## src/rtl/multicycle_controller.sv

```systemverilog
// Multicycle RISC-V sequencing FSM: steps instructions through shared-memory phases
// and drives datapath selects, write enables and ALU operation from the current state.
module multicycle_controller #(
    parameter int STATE_W = 4
) (
    input  logic               clk,
    input  logic               reset,
    input  logic [6:0]         op,
    input  logic [2:0]         funct3,
    input  logic               funct7b5,
    input  logic               Zero,
    input  logic               GE,
    output logic               PCWrite,
    output logic               AdrSrc,
    output logic               MemWrite,
    output logic               IRWrite,
    output logic [1:0]         ResultSrc,
    output logic [1:0]         ALUSrcA,
    output logic [1:0]         ALUSrcB,
    output logic               RegWrite,
    output logic [2:0]         ImmSrc,
    output logic [3:0]         ALUControl,
    output logic [STATE_W-1:0] state
);

    typedef enum logic [3:0] {
        FETCH    = 4'd0,
        DECODE   = 4'd1,
        MEMADR   = 4'd2,
        MEMREAD  = 4'd3,
        MEMWB    = 4'd4,
        MEMWRITE = 4'd5,
        EXECR    = 4'd6,
        ALUWB    = 4'd7,
        EXECI    = 4'd8,
        JAL      = 4'd9,
        BRANCH   = 4'd10,
        LUI      = 4'd11
    } state_t;

    localparam logic [6:0] OP_LW  = 7'b0000011;
    localparam logic [6:0] OP_SW  = 7'b0100011;
    localparam logic [6:0] OP_R   = 7'b0110011;
    localparam logic [6:0] OP_I   = 7'b0010011;
    localparam logic [6:0] OP_JAL = 7'b1101111;
    localparam logic [6:0] OP_BR  = 7'b1100011;
    localparam logic [6:0] OP_LUI = 7'b0110111;

    localparam logic [3:0] ALU_ADD  = 4'b0000;
    localparam logic [3:0] ALU_SUB  = 4'b0001;
    localparam logic [3:0] ALU_AND  = 4'b0010;
    localparam logic [3:0] ALU_OR   = 4'b0011;
    localparam logic [3:0] ALU_XOR  = 4'b0100;
    localparam logic [3:0] ALU_SLT  = 4'b0101;
    localparam logic [3:0] ALU_SLL  = 4'b0110;
    localparam logic [3:0] ALU_SRL  = 4'b0111;
    localparam logic [3:0] ALU_SRA  = 4'b1000;
    localparam logic [3:0] ALU_SLTU = 4'b1001;

    state_t     state_q;
    state_t     state_d;
    logic [3:0] fn_alu;
    logic       taken;

    always_ff @(posedge clk) begin
        if (reset) begin
            state_q <= FETCH;
        end else begin
            state_q <= state_d;
        end
    end

    assign state = STATE_W'(state_q);

    always_comb begin
        state_d = FETCH;
        case (state_q)
            FETCH: state_d = DECODE;
            DECODE: begin
                case (op)
                    OP_LW, OP_SW: state_d = MEMADR;
                    OP_R:         state_d = EXECR;
                    OP_I:         state_d = EXECI;
                    OP_JAL:       state_d = JAL;
                    OP_BR:        state_d = BRANCH;
                    OP_LUI:       state_d = LUI;
                    default:      state_d = FETCH;
                endcase
            end
            MEMADR:  state_d = op[5] ? MEMWRITE : MEMREAD;
            MEMREAD: state_d = MEMWB;
            EXECR, EXECI, JAL, LUI: state_d = ALUWB;
            default: state_d = FETCH;
        endcase
    end

    // Only R-type subtracts on funct7b5; for I-type that bit is immediate data.
    always_comb begin
        fn_alu = ALU_ADD;
        case (funct3)
            3'b000: fn_alu = (op[5] & funct7b5) ? ALU_SUB : ALU_ADD;
            3'b001: fn_alu = ALU_SLL;
            3'b010: fn_alu = ALU_SLT;
            3'b011: fn_alu = ALU_SLTU;
            3'b100: fn_alu = ALU_XOR;
            3'b101: fn_alu = funct7b5 ? ALU_SRA : ALU_SRL;
            3'b110: fn_alu = ALU_OR;
            default: fn_alu = ALU_AND;
        endcase
    end

    always_comb begin
        taken = 1'b0;
        case (funct3)
            3'b000:  taken = Zero;
            3'b001:  taken = ~Zero;
            3'b100:  taken = ~GE;
            3'b101:  taken = GE;
            default: taken = 1'b0;
        endcase
    end

    always_comb begin
        case (op)
            OP_SW:   ImmSrc = 3'b001;
            OP_BR:   ImmSrc = 3'b010;
            OP_JAL:  ImmSrc = 3'b011;
            OP_LUI:  ImmSrc = 3'b100;
            default: ImmSrc = 3'b000;
        endcase
    end

    always_comb begin
        PCWrite    = 1'b0;
        AdrSrc     = 1'b0;
        MemWrite   = 1'b0;
        IRWrite    = 1'b0;
        ResultSrc  = 2'b00;
        ALUSrcA    = 2'b00;
        ALUSrcB    = 2'b00;
        RegWrite   = 1'b0;
        ALUControl = ALU_ADD;
        case (state_q)
            FETCH: begin
                IRWrite   = 1'b1;
                ALUSrcB   = 2'b10;
                ResultSrc = 2'b10;
                PCWrite   = 1'b1;
            end
            DECODE: begin
                ALUSrcA = 2'b01;
                ALUSrcB = 2'b01;
            end
            MEMADR: begin
                ALUSrcA = 2'b10;
                ALUSrcB = 2'b01;
            end
            MEMREAD: AdrSrc = 1'b1;
            MEMWB: begin
                ResultSrc = 2'b01;
                RegWrite  = 1'b1;
            end
            MEMWRITE: begin
                AdrSrc   = 1'b1;
                MemWrite = 1'b1;
            end
            EXECR: begin
                ALUSrcA    = 2'b10;
                ALUControl = fn_alu;
            end
            EXECI: begin
                ALUSrcA    = 2'b10;
                ALUSrcB    = 2'b01;
                ALUControl = fn_alu;
            end
            ALUWB: RegWrite = 1'b1;
            JAL: begin
                ALUSrcA = 2'b01;
                ALUSrcB = 2'b10;
                PCWrite = 1'b1;
            end
            LUI: begin
                ALUSrcA = 2'b11;
                ALUSrcB = 2'b01;
            end
            BRANCH: begin
                ALUSrcA    = 2'b10;
                ALUControl = ALU_SUB;
                PCWrite    = taken;
            end
            default: begin
                PCWrite = 1'b0;
            end
        endcase
        // Reset abandons the instruction immediately, not at the next edge.
        if (reset) begin
            PCWrite  = 1'b0;
            IRWrite  = 1'b0;
            RegWrite = 1'b0;
            MemWrite = 1'b0;
        end
    end

endmodule

```

## config.mk

```make
export PLATFORM = sky130hd
export DESIGN_NAME = multicycle_controller
export DESIGN_NICKNAME = d
export VERILOG_FILES = /design/src/rtl/multicycle_controller.sv
export SDC_FILE = /design/constraint.sdc
export NUM_CORES = 1
export LEC_CHECK = 0
export CORE_MARGIN = 2
export CORE_UTILIZATION = 34
export CTS_BUF_LIST = sky130_fd_sc_hd__clkbuf_16
export DETAILED_ROUTE_END_ITERATION = 12
export PLACE_DENSITY = 0.75
export RECOVER_POWER = 50
export SLEW_MARGIN = 40
export SYNTH_ARGS = -nofsm -noshare
export SYNTH_HDL_FRONTEND = slang
export SYNTH_SLANG_ARGS = --single-unit
```

## constraint.sdc

```tcl
create_clock -name clk -period 1.1 [get_ports clk]
set_input_delay 0.11 -clock clk [delete_from_list [all_inputs] [get_ports clk]]
set_output_delay 0.11 -clock clk [all_outputs]
set_load 0.03 [all_outputs]
```

==> qor.csv, run 1 <==
metric,value,unit
Stop Error,"[ERROR DPL-0038] Utilization greater than 100%, impossible to legalize",
setup slack after placement,-1030,ps
Exit stage,clock tree synthesis (4_1_cts),
TritonCTS buffer count,3,
largest cells by area after synthesis,"dfxtp_1 (12%), nor2_1 (6.8%), nand2b_1 (6.6%)",
Die Width,48.2,um
routability congestion estimate,0.847,
Yosys reg bits,4,
post-synth net total,114,
post-synth top area share,12.1,%
Mean Syn Cell Area,6.70,um^2
clock sinks,4,
Port Buf Inserts,36,
I/O Pins,37,
CTS resizes,90,
Rows,15,
status,aborted with a tool error,
die height,48.2,um
Post CTS Setup Buffer Count,12,
Starting Density,37.2,%
Yosys cell types,37,
post-synth top area cell,dfxtp_1,
CTS hold repair buffers,0,
synth warn,0,
detailed placer's ending HPWL,2050,um
Syn Inst Count,99,
Mapped Area,663,um^2
clk buf depth,2,
clk root buf,clkbuf_16,
H-tree lvl count,1,
register area share after synthesis,12.1,%
## kinds of logic after synthesis
kind of cell | after synthesis | synth area share, %
XOR/XNOR | 3 | 3.96
flip-flops | 4 | 12.1
buffers and inverters | 9 | 5.85
AO/OA/AOI/OAI | 21 | 23.4
AND/OR/NAND/NOR | 60 | 51.7
multiplexers | 1 | 1.51
adder cells (fa/ha/maj) | 1 | 1.51
## Yosys cell counts
master	number
and2_1	2
nor4bb_1	1
o21a_1	2
a2111oi_0	1
a21boi_0	1
mux2i_1	1
o311ai_1	1
o21ai_1	2
a31oi_1	1
nor2b_1	4
nor3b_1	1
nor4b_2	1
and2b_1	1
nand3_1	7
nand2b_1	7
nand4_1	3
o21ai_0	2
buf_2	4
dfxtp_1	4
nor2_1	12
nor4_1	1
and3_1	4
nor3_1	7
o22ai_1	1
inv_1	5
or3_1	1
nand3b_1	3
a21oi_1	4
nand2_1	4
a2111oi_2	2
a211oi_1	2
xnor2_1	2
o221ai_1	1
a311oi_1	1
xor2_1	1
maj3_1	1
nor3b_2	1
## stage by stage
| stage | hold slack (ps) | TNS [ps] | utilization [%] | instances | instance area, um^2 |
|---|---|---|---|---|---|
| after floorplan | 172 | -2390 | - | 99 | 891 |
| after global placement | 651 | -5810 | 78.0 | 185 | 1390 |
| after detailed placement | 658 | -6200 | 78.0 | 185 | 1390 |
==> inputs of run 2 (changes only) <==
CORE_AREA = 2 2 63 65   (was default)
CORE_MARGIN = default   (was 2)
CORE_UTILIZATION = default   (was 34)
CTS_BUF_LIST = default   (was sky130_fd_sc_hd__clkbuf_16)
DIE_AREA = 0 0 65 67   (was default)
PLACE_DENSITY = default   (was 0.75)
PLACE_DENSITY_LB_ADDON = 0.15   (was default)
clock period = 1.4 ns   (was 1.1 ns; I/O delays follow)
==> run 2 against run 1 <==
  * Area after synthesis did not move
  * The flow now finishes, with violations (negative setup slack)
  * Synthesized cell count is the same
==> qor.csv, run 2 <==
metric,value,unit,change
register area share after synthesis,12.1,%,unchanged
P_leak,0.724,nW,
"most used cell, CP",buf_6,,
Largest register FFs,4,,
Async SR Flop Fraction,0,%,unchanged
CTS hold repair buffers,0,,unchanged
H-tree lvl count,1,,unchanged
CP endpoint kind,output port,,
switching power total,0.252,mW,
combinational share of power,50.0,%,
failing checks,negative setup slack,,
fin. max-slew vios,0,,
Clock Power Share,34.4,%,
Mean Syn Cell Area,6.70,um^2,unchanged
clk_skew,4.92,ps,
pin count of the biggest net entering global routing,13,,
WL final,2640,um,
clock sinks,4,,unchanged
Die Width,65,um,was 48.2 um
clk slew on worst S/H paths,30,ps,
crit path DAT,1520,ps,
fillers,364,,
"most common cell after layout, fill and taps aside",buf_4,,
Syn Inst Count,99,,unchanged
Max Clock Freq,603,MHz,
Setup WS post-layout,-259,ps,
share of layout cells above drive strength 1,60.0,%,
RSZ-0062 raised after global routing,true,,
Sequential Area,95.1,um^2,
top-count cell post-synth,nor2_1,,unchanged
final hold slack,429,ps,
critical path class,register to output port,,
Starting Density,18.4,%,was 37.2%
die height,67,um,was 48.2 um
final period utilization,118,%,
CP top delay family,simple AND/OR/NAND/NOR gates,,
switching part of the total,33.8,%,
worst skew pair latency,220,ps,
number of synthesized flops with an enable pin,0,,unchanged
simple-gate share of the synthesized area,51.7,%,unchanged
worst slew pin tran,383,ps,
Routed Antenna Nets,0,,
status,finished with violations,,was aborted with a tool error
Worst VDD drop,0.193,mV,
"commonest non-fill, non-tap cells in the layout","buf_4 (38), buf_6 (19), nor2_1 (9)",,
dpl cells,210,,was 185
Yosys cell types,37,,unchanged
vias in the first global route,977,,
detailed placer's ending HPWL,2080,um,was 2050 um
I/O Pins,37,,unchanged
1st-pass router iterations,4,,
final critical-path required period,1660,ps,
clk root buf,clkbuf_8,,was clkbuf_16
post-synth top area share,12.1,%,unchanged
Mapped Area,663,um^2,unchanged
multi-input logic area,831,um^2,
post-synth top area cell,dfxtp_1,,unchanged
final setup TNS,-1880,ps,
pwr/cell area,433,mW/mm^2,
first-pass GRT wire length,4270,um,
Die Area,0.00436,mm^2,
CTS tree,done,,
final core occ,47.7,%,
routability congestion estimate,0.763,,was 0.847
max-cap violation count,0,,
Port Buf Inserts,36,,unchanged
Commonest cells post-synth,"nor2_1 (12), nand2b_1 (7), nand3_1 (7), nor3_1 (7), inv_1 (5)",,unchanged
largest family of logic cells by synthesized area,simple AND/OR/NAND/NOR gates,,unchanged
Layout Nets,191,,
Rel. slew slack,74.2,%,
worst-path maximum fanout,4,,
worst path required time,1260,ps,
Synth Area in Adders,1.51,%,unchanged
Rows,22,,was 15
initial antenna violation count,0,,
worst path buffer plus inverter count,3,,
P_int,0.493,mW,
TritonCTS buffer count,3,,unchanged
mux share of post-synthesis cell area,1.51,%,unchanged
largest cells by area after synthesis,"dfxtp_1 (12%), nor2_1 (6.8%), nand2b_1 (6.6%)",,unchanged
DRT iter0 DRCs,23,,
P&R area growth vs syn,160,%,
vias per inst,4.61,,
total grt overflow,0,,
vias,1028,,
"slowest stage delay, CP",350,ps,
Core Region,0.00361,mm^2,
synth warn,0,,unchanged
"Max stage delay cell, worst path",dfxtp_4,,
Fin. Hold Viols,0,,
Finished Layout Cells,223,,
# DRC,0,,
Synth Flop Type,dfxtp_1,,unchanged
Seq pwr share,15.6,%,
Synth Area in XOR/XNOR,3.96,%,unchanged
# diodes,0,,
Yosys reg bits,4,,unchanged
startpoint types,register,,
Routed WL per cell,11.9,um,
worst min-delay path category,input port to register,,
clk buf depth,2,,unchanged
Final setup viols,17,,
Synth Area in Compound Gates,23.4,%,unchanged
post-synth net total,114,,unchanged
Tot GR Track Use,12.1,%,
crit-path cells,buf_6 -> nand3b_1 -> o21ai_1 -> nand2b_1 -> buf_6 -> nor3_4 -> buf_6,,
run 2: logic make-up (layout without fill, tap and decap cells):
| logic type | after synthesis | in the layout |
|---|---|---|
| AOI/OAI and AO/OA | 21 | 21 |
| xor gates and xnor gates | 3 | 3 |
| adders and majority gates | 1 | 1 |
| buffers and inverters | 9 | 85 |
| DFF | 4 | 4 |
| muxes | 1 | 1 |
| and+or+nand+nor | 60 | 60 |
run 2: what timing repair did:
action | in CTS | in global routing
gates resized for setup | 62 | 19
endpoints found under the hold margin | 0 | 0
cloned | 0 | 0
buffers inserted | 9 | 3
endpoints found under the setup margin | 18 | 22
pin swaps | 21 | 12
run 2: through the flow:
stage                     total power [mW]  setup slack [ps]  area (um^2)
after floorplan                      0.278              -134          832
after global placement               0.441              -796         1390
after detailed placement             0.445              -828         1390
after CTS                            0.743              -290         1670
after global routing                 0.793              -339         1720
final                                0.745              -259         1720
run 2: worst paths after layout:
| path | start | to | slack, ps | cells past startpoint |
|---|---|---|---|---|
| min reg2reg | state[2] | state[3] | 700 | 4 |
| max reg2reg | state[3] | state[2] | -100 | 6 |
| max | state[3] | ALUControl[1] | -260 | 7 |
| min | op[2] | state[3] | 430 | 4 |
run 2: cell type report:
class	instances	share of cell area, %
clock buffer	4	2.62
inverter	5	1.09
multi-input combinational	86	48.3
sequential	4	5.52
tap	48	3.49
timing repair buffer	76	39.0
run 2: power groups by stage:
stage	combinational [mW]	sequential, mW	clock (mW)
finish	0.373	0.116	0.256
global route	0.401	0.117	0.276
floorplan	0.151	0.127	0
detailed placement	0.326	0.120	0
CTS	0.362	0.116	0.265
global placement	0.322	0.120	0
run 2: routing by layer:
| metal | wire [um] | GRT usage, % | part of all wire [%] |
|---|---|---|---|
| met5 | 0 | 0 | 0 |
| met3 | 121 | 2.03 | 4.6 |
| met4 | 11 | 2.39 | 0.42 |
| met2 | 1340 | 22.4 | 51 |
| met1 | 1170 | 14.7 | 44 |
run 2: worst min-delay path, stage by stage:
cell	delay (ps)
dlymetal6s2s_1	150
buf_4	160
nand3b_1	80
a311oi_1	80
Note: power is estimated with default switching activity, not from simulation.
==> inputs of run 3 (changes only) <==
ABC_AREA = 1   (was default)
ABC_CLOCK_PERIOD_IN_PS = 1400   (was default)
==> run 3 against run 2 <==
  * First-iteration DRC count increased by 100%
  * Clock skew increased by 0.66 ps
  * Worst setup slack improved by 240 ps
  * Total power decreased by 14%
  * Area after synthesis decreased by 3.0%
  * Critical endpoint is now ALUControl[0]
  * Fmax increased by 17%
  * Die area unchanged
  * Non-clock buffer count decreased by 21
  * The flow still finishes with violations (negative setup slack)
  * Core utilization decreased by 11 points
==> qor.csv, run 3 <==
metric,value,unit,change
status,finished with violations,,unchanged
failing checks,negative setup slack,,unchanged
Mapped Area,643,um^2,was 663 um^2
initial antenna violation count,0,,unchanged
crit path DAT,1280,ps,was 1520 ps
Final setup viols,4,,was 17
final setup TNS,-57.6,ps,was -1880 ps
routability congestion estimate,0.774,,was 0.763
Routed Antenna Nets,0,,unchanged
I/O Pins,37,,unchanged
Worst VDD drop,0.287,mV,was 0.193 mV
share of layout cells above drive strength 1,42.6,%,was 60.0%
# DRC,0,,unchanged
clk_skew,5.59,ps,was 4.92 ps
CTS tree,done,,unchanged
post-synth top area share,23.3,%,was 12.1%
worst path required time,1260,ps,about the same
critical path class,register to output port,,unchanged
RSZ-0062 raised after global routing,true,,unchanged
final period utilization,102,%,was 118%
clock sinks,4,,unchanged
worst-path maximum fanout,4,,unchanged
Fin. Hold Viols,0,,unchanged
top-count cell post-synth,nand2_1,,was nor2_1
worst slew pin tran,304,ps,was 383 ps
Largest register FFs,4,,unchanged
largest cells by area after synthesis,"nand2_1 (23%), dfxtp_1 (12%), nor2_1 (11%)",,"was dfxtp_1 (12%), nor2_1 (6.8%), nand2b_1 (6.6%)"
register area share after synthesis,12.5,%,was 12.1%
Die Width,65,um,unchanged
Final Instance Area,0.00134,mm^2,was 0.00172 mm^2
# diodes,0,,unchanged
final critical-path required period,1420,ps,was 1660 ps
Layout Nets,200,,was 191
TritonCTS buffer count,3,,unchanged
"Cell Area, Placed",0.00117,mm^2,was 0.00139 mm^2
Synth Area in Compound Gates,10.3,%,was 23.4%
Synth Flop Type,dfxtp_1,,unchanged
Die Area,0.00436,mm^2,unchanged
total grt overflow,0,,unchanged
pin count of the biggest net entering global routing,8,,was 13
dpl cells,223,,was 210
Port Buf Inserts,36,,unchanged
1st-pass router iterations,4,,unchanged
max-cap violation count,0,,unchanged
CTS hold repair buffers,0,,unchanged
Synth Area in Adders,0,%,was 1.51%
synth warn,0,,unchanged
Setup WS post-layout,-21.9,ps,was -259 ps
fin. max-slew vios,0,,unchanged
CP endpoint kind,output port,,unchanged
Commonest cells post-synth,"nand2_1 (40), nor2_1 (19), inv_1 (13)",,"was nor2_1 (12), nand2b_1 (7), nand3_1 (7), nor3_1 (7), inv_1 (5)"
simple-gate share of the synthesized area,63.8,%,was 51.7%
Syn Inst Count,126,,was 99
worst skew pair latency,220,ps,about the same
Yosys cell types,22,,was 37
DRT iter0 DRCs,47,,was 23
"commonest non-fill, non-tap cells in the layout","nand2_1 (40), buf_4 (28), inv_1 (12)",,"was buf_4 (38), buf_6 (19), nor2_1 (9)"
Rel. slew slack,79.8,%,was 74.2%
WL final,2270,um,was 2640 um
first-pass GRT wire length,3670,um,was 4270 um
vias per inst,4.16,,was 4.61
Mean Syn Cell Area,5.10,um^2,was 6.70 um^2
post-synth net total,141,,was 114
Routed WL per cell,9.81,um,was 11.9 um
number of synthesized flops with an enable pin,0,,unchanged
H-tree lvl count,1,,unchanged
die height,67,um,unchanged
Finished Layout Cells,231,,was 223
P&R area growth vs syn,108,%,was 160%
worst min-delay path category,input port to register,,unchanged
final hold slack,398,ps,was 429 ps
Rows,22,,unchanged
Core Region,0.00361,mm^2,unchanged
vias in the first global route,899,,was 977
clk buf depth,2,,unchanged
Starting Density,17.8,%,was 18.4%
Yosys reg bits,4,,unchanged
Max Clock Freq,703,MHz,was 603 MHz
post-synth top area cell,nand2_1,,was dfxtp_1
"most common cell after layout, fill and taps aside",nand2_1,,was buf_4
P_leak,0.714,nW,was 0.724 nW
Tot GR Track Use,10.6,%,was 12.1%
fillers,413,,was 364
largest family of logic cells by synthesized area,simple AND/OR/NAND/NOR gates,,unchanged
clk root buf,clkbuf_8,,unchanged
Synth Area in XOR/XNOR,0,%,was 3.96%
mux share of post-synthesis cell area,0,%,was 1.51%
startpoint types,register,,unchanged
clk slew on worst S/H paths,30,ps,about the same
vias,962,,was 1028
pwr/cell area,478,mW/mm^2,was 433 mW/mm^2
detailed placer's ending HPWL,1810,um,was 2080 um
Async SR Flop Fraction,0,%,unchanged
==> run 3: cell types whose count changed in the layout (fill, tap and decap cells not counted), sizes merged, moves of 3 or more <==
cell | before | now
buf | 60 | 37
dlymetal6s2s | 1 | 4
clkbuf | 8 | 3
a21oi | 4 | 7
nand2 | 4 | 42
a2111oi | 3 | 0
inv | 5 | 21
nand2b | 7 | 0
nor2 | 12 | 26
clkdlybuf4s50 | 3 | 7
nor2b | 4 | 0
and3 | 4 | 0
==> run 3: kinds of logic after synthesis <==
| logic type | after synthesis |
|---|---|
| and+or+nand+nor | 87 |
| buffers and inverters | 23 |
| AOI/OAI and AO/OA | 12 |
| DFF | 4 |
==> run 3: per-stage QoR <==
stage | utilization, % | worst slack (ps) | power (mW)
after floorplan | - | -5.51 | 0.257
after global placement | 32.5 | -264 | 0.382
after detailed placement | 32.5 | -261 | 0.381
after CTS | 36.4 | -38.0 | 0.649
after global routing | 37.1 | -85.3 | 0.687
final | 37.1 | -21.9 | 0.640
==> run 3: path summary, 6_finish.rpt <==
kind | end | cells after the start | slack, ps | start
setup / recovery | ALUControl[0] | 8 | -20 | state[3]
hold / removal | state[1] | 6 | 400 | op[6]
setup reg to reg | state[1] | 6 | 150 | state[3]
hold reg to reg | state[0] | 3 | 640 | state[3]
==> run 3: power breakdown <==
| part | internal [mW] | total, mW | switching [mW] |
|---|---|---|---|
| Sequential | 0.113 | 0.118 | 0.00504 |
| Combinational | 0.124 | 0.273 | 0.149 |
| Clock | 0.184 | 0.249 | 0.0650 |
==> run 3: metal layers <==
metal / track usage (%) / share of wire, % / wire [um]
met5: 0 / 0 / 0
met4: 1.60 / 0.57 / 13
met3: 3.04 / 5.1 / 116
met2: 19.2 / 53 / 1190
met1: 12.5 / 42 / 945
==> run 3: final cells by class <==
class / count / area, um^2 / area share, %
multi-input cells: 99 / 572 / 42.7
flip-flops and latches: 4 / 92.6 / 6.92
well taps: 48 / 60.1 / 4.49
repair buffers: 55 / 485 / 36.3
clock buffers: 3 / 41.3 / 3.08
inverters: 22 / 87.6 / 6.54
==> run 3: critical path, cell delays in order (launching register included) <==
cell and delay [ps]:
dfxtp_4 360, inv_4 50, nand2_1 110, nor2_4 60
nor2_4 180, inv_2 50, nand2_1 50, nand2_1 50
buf_6 130
==> run 3: repair_timing <==
action | in CTS | in global routing
setup endpoints to repair | 11 | 12
setup buffers | 5 | 0
pin swaps | 4 | 5
gates resized for setup | 28 | 11
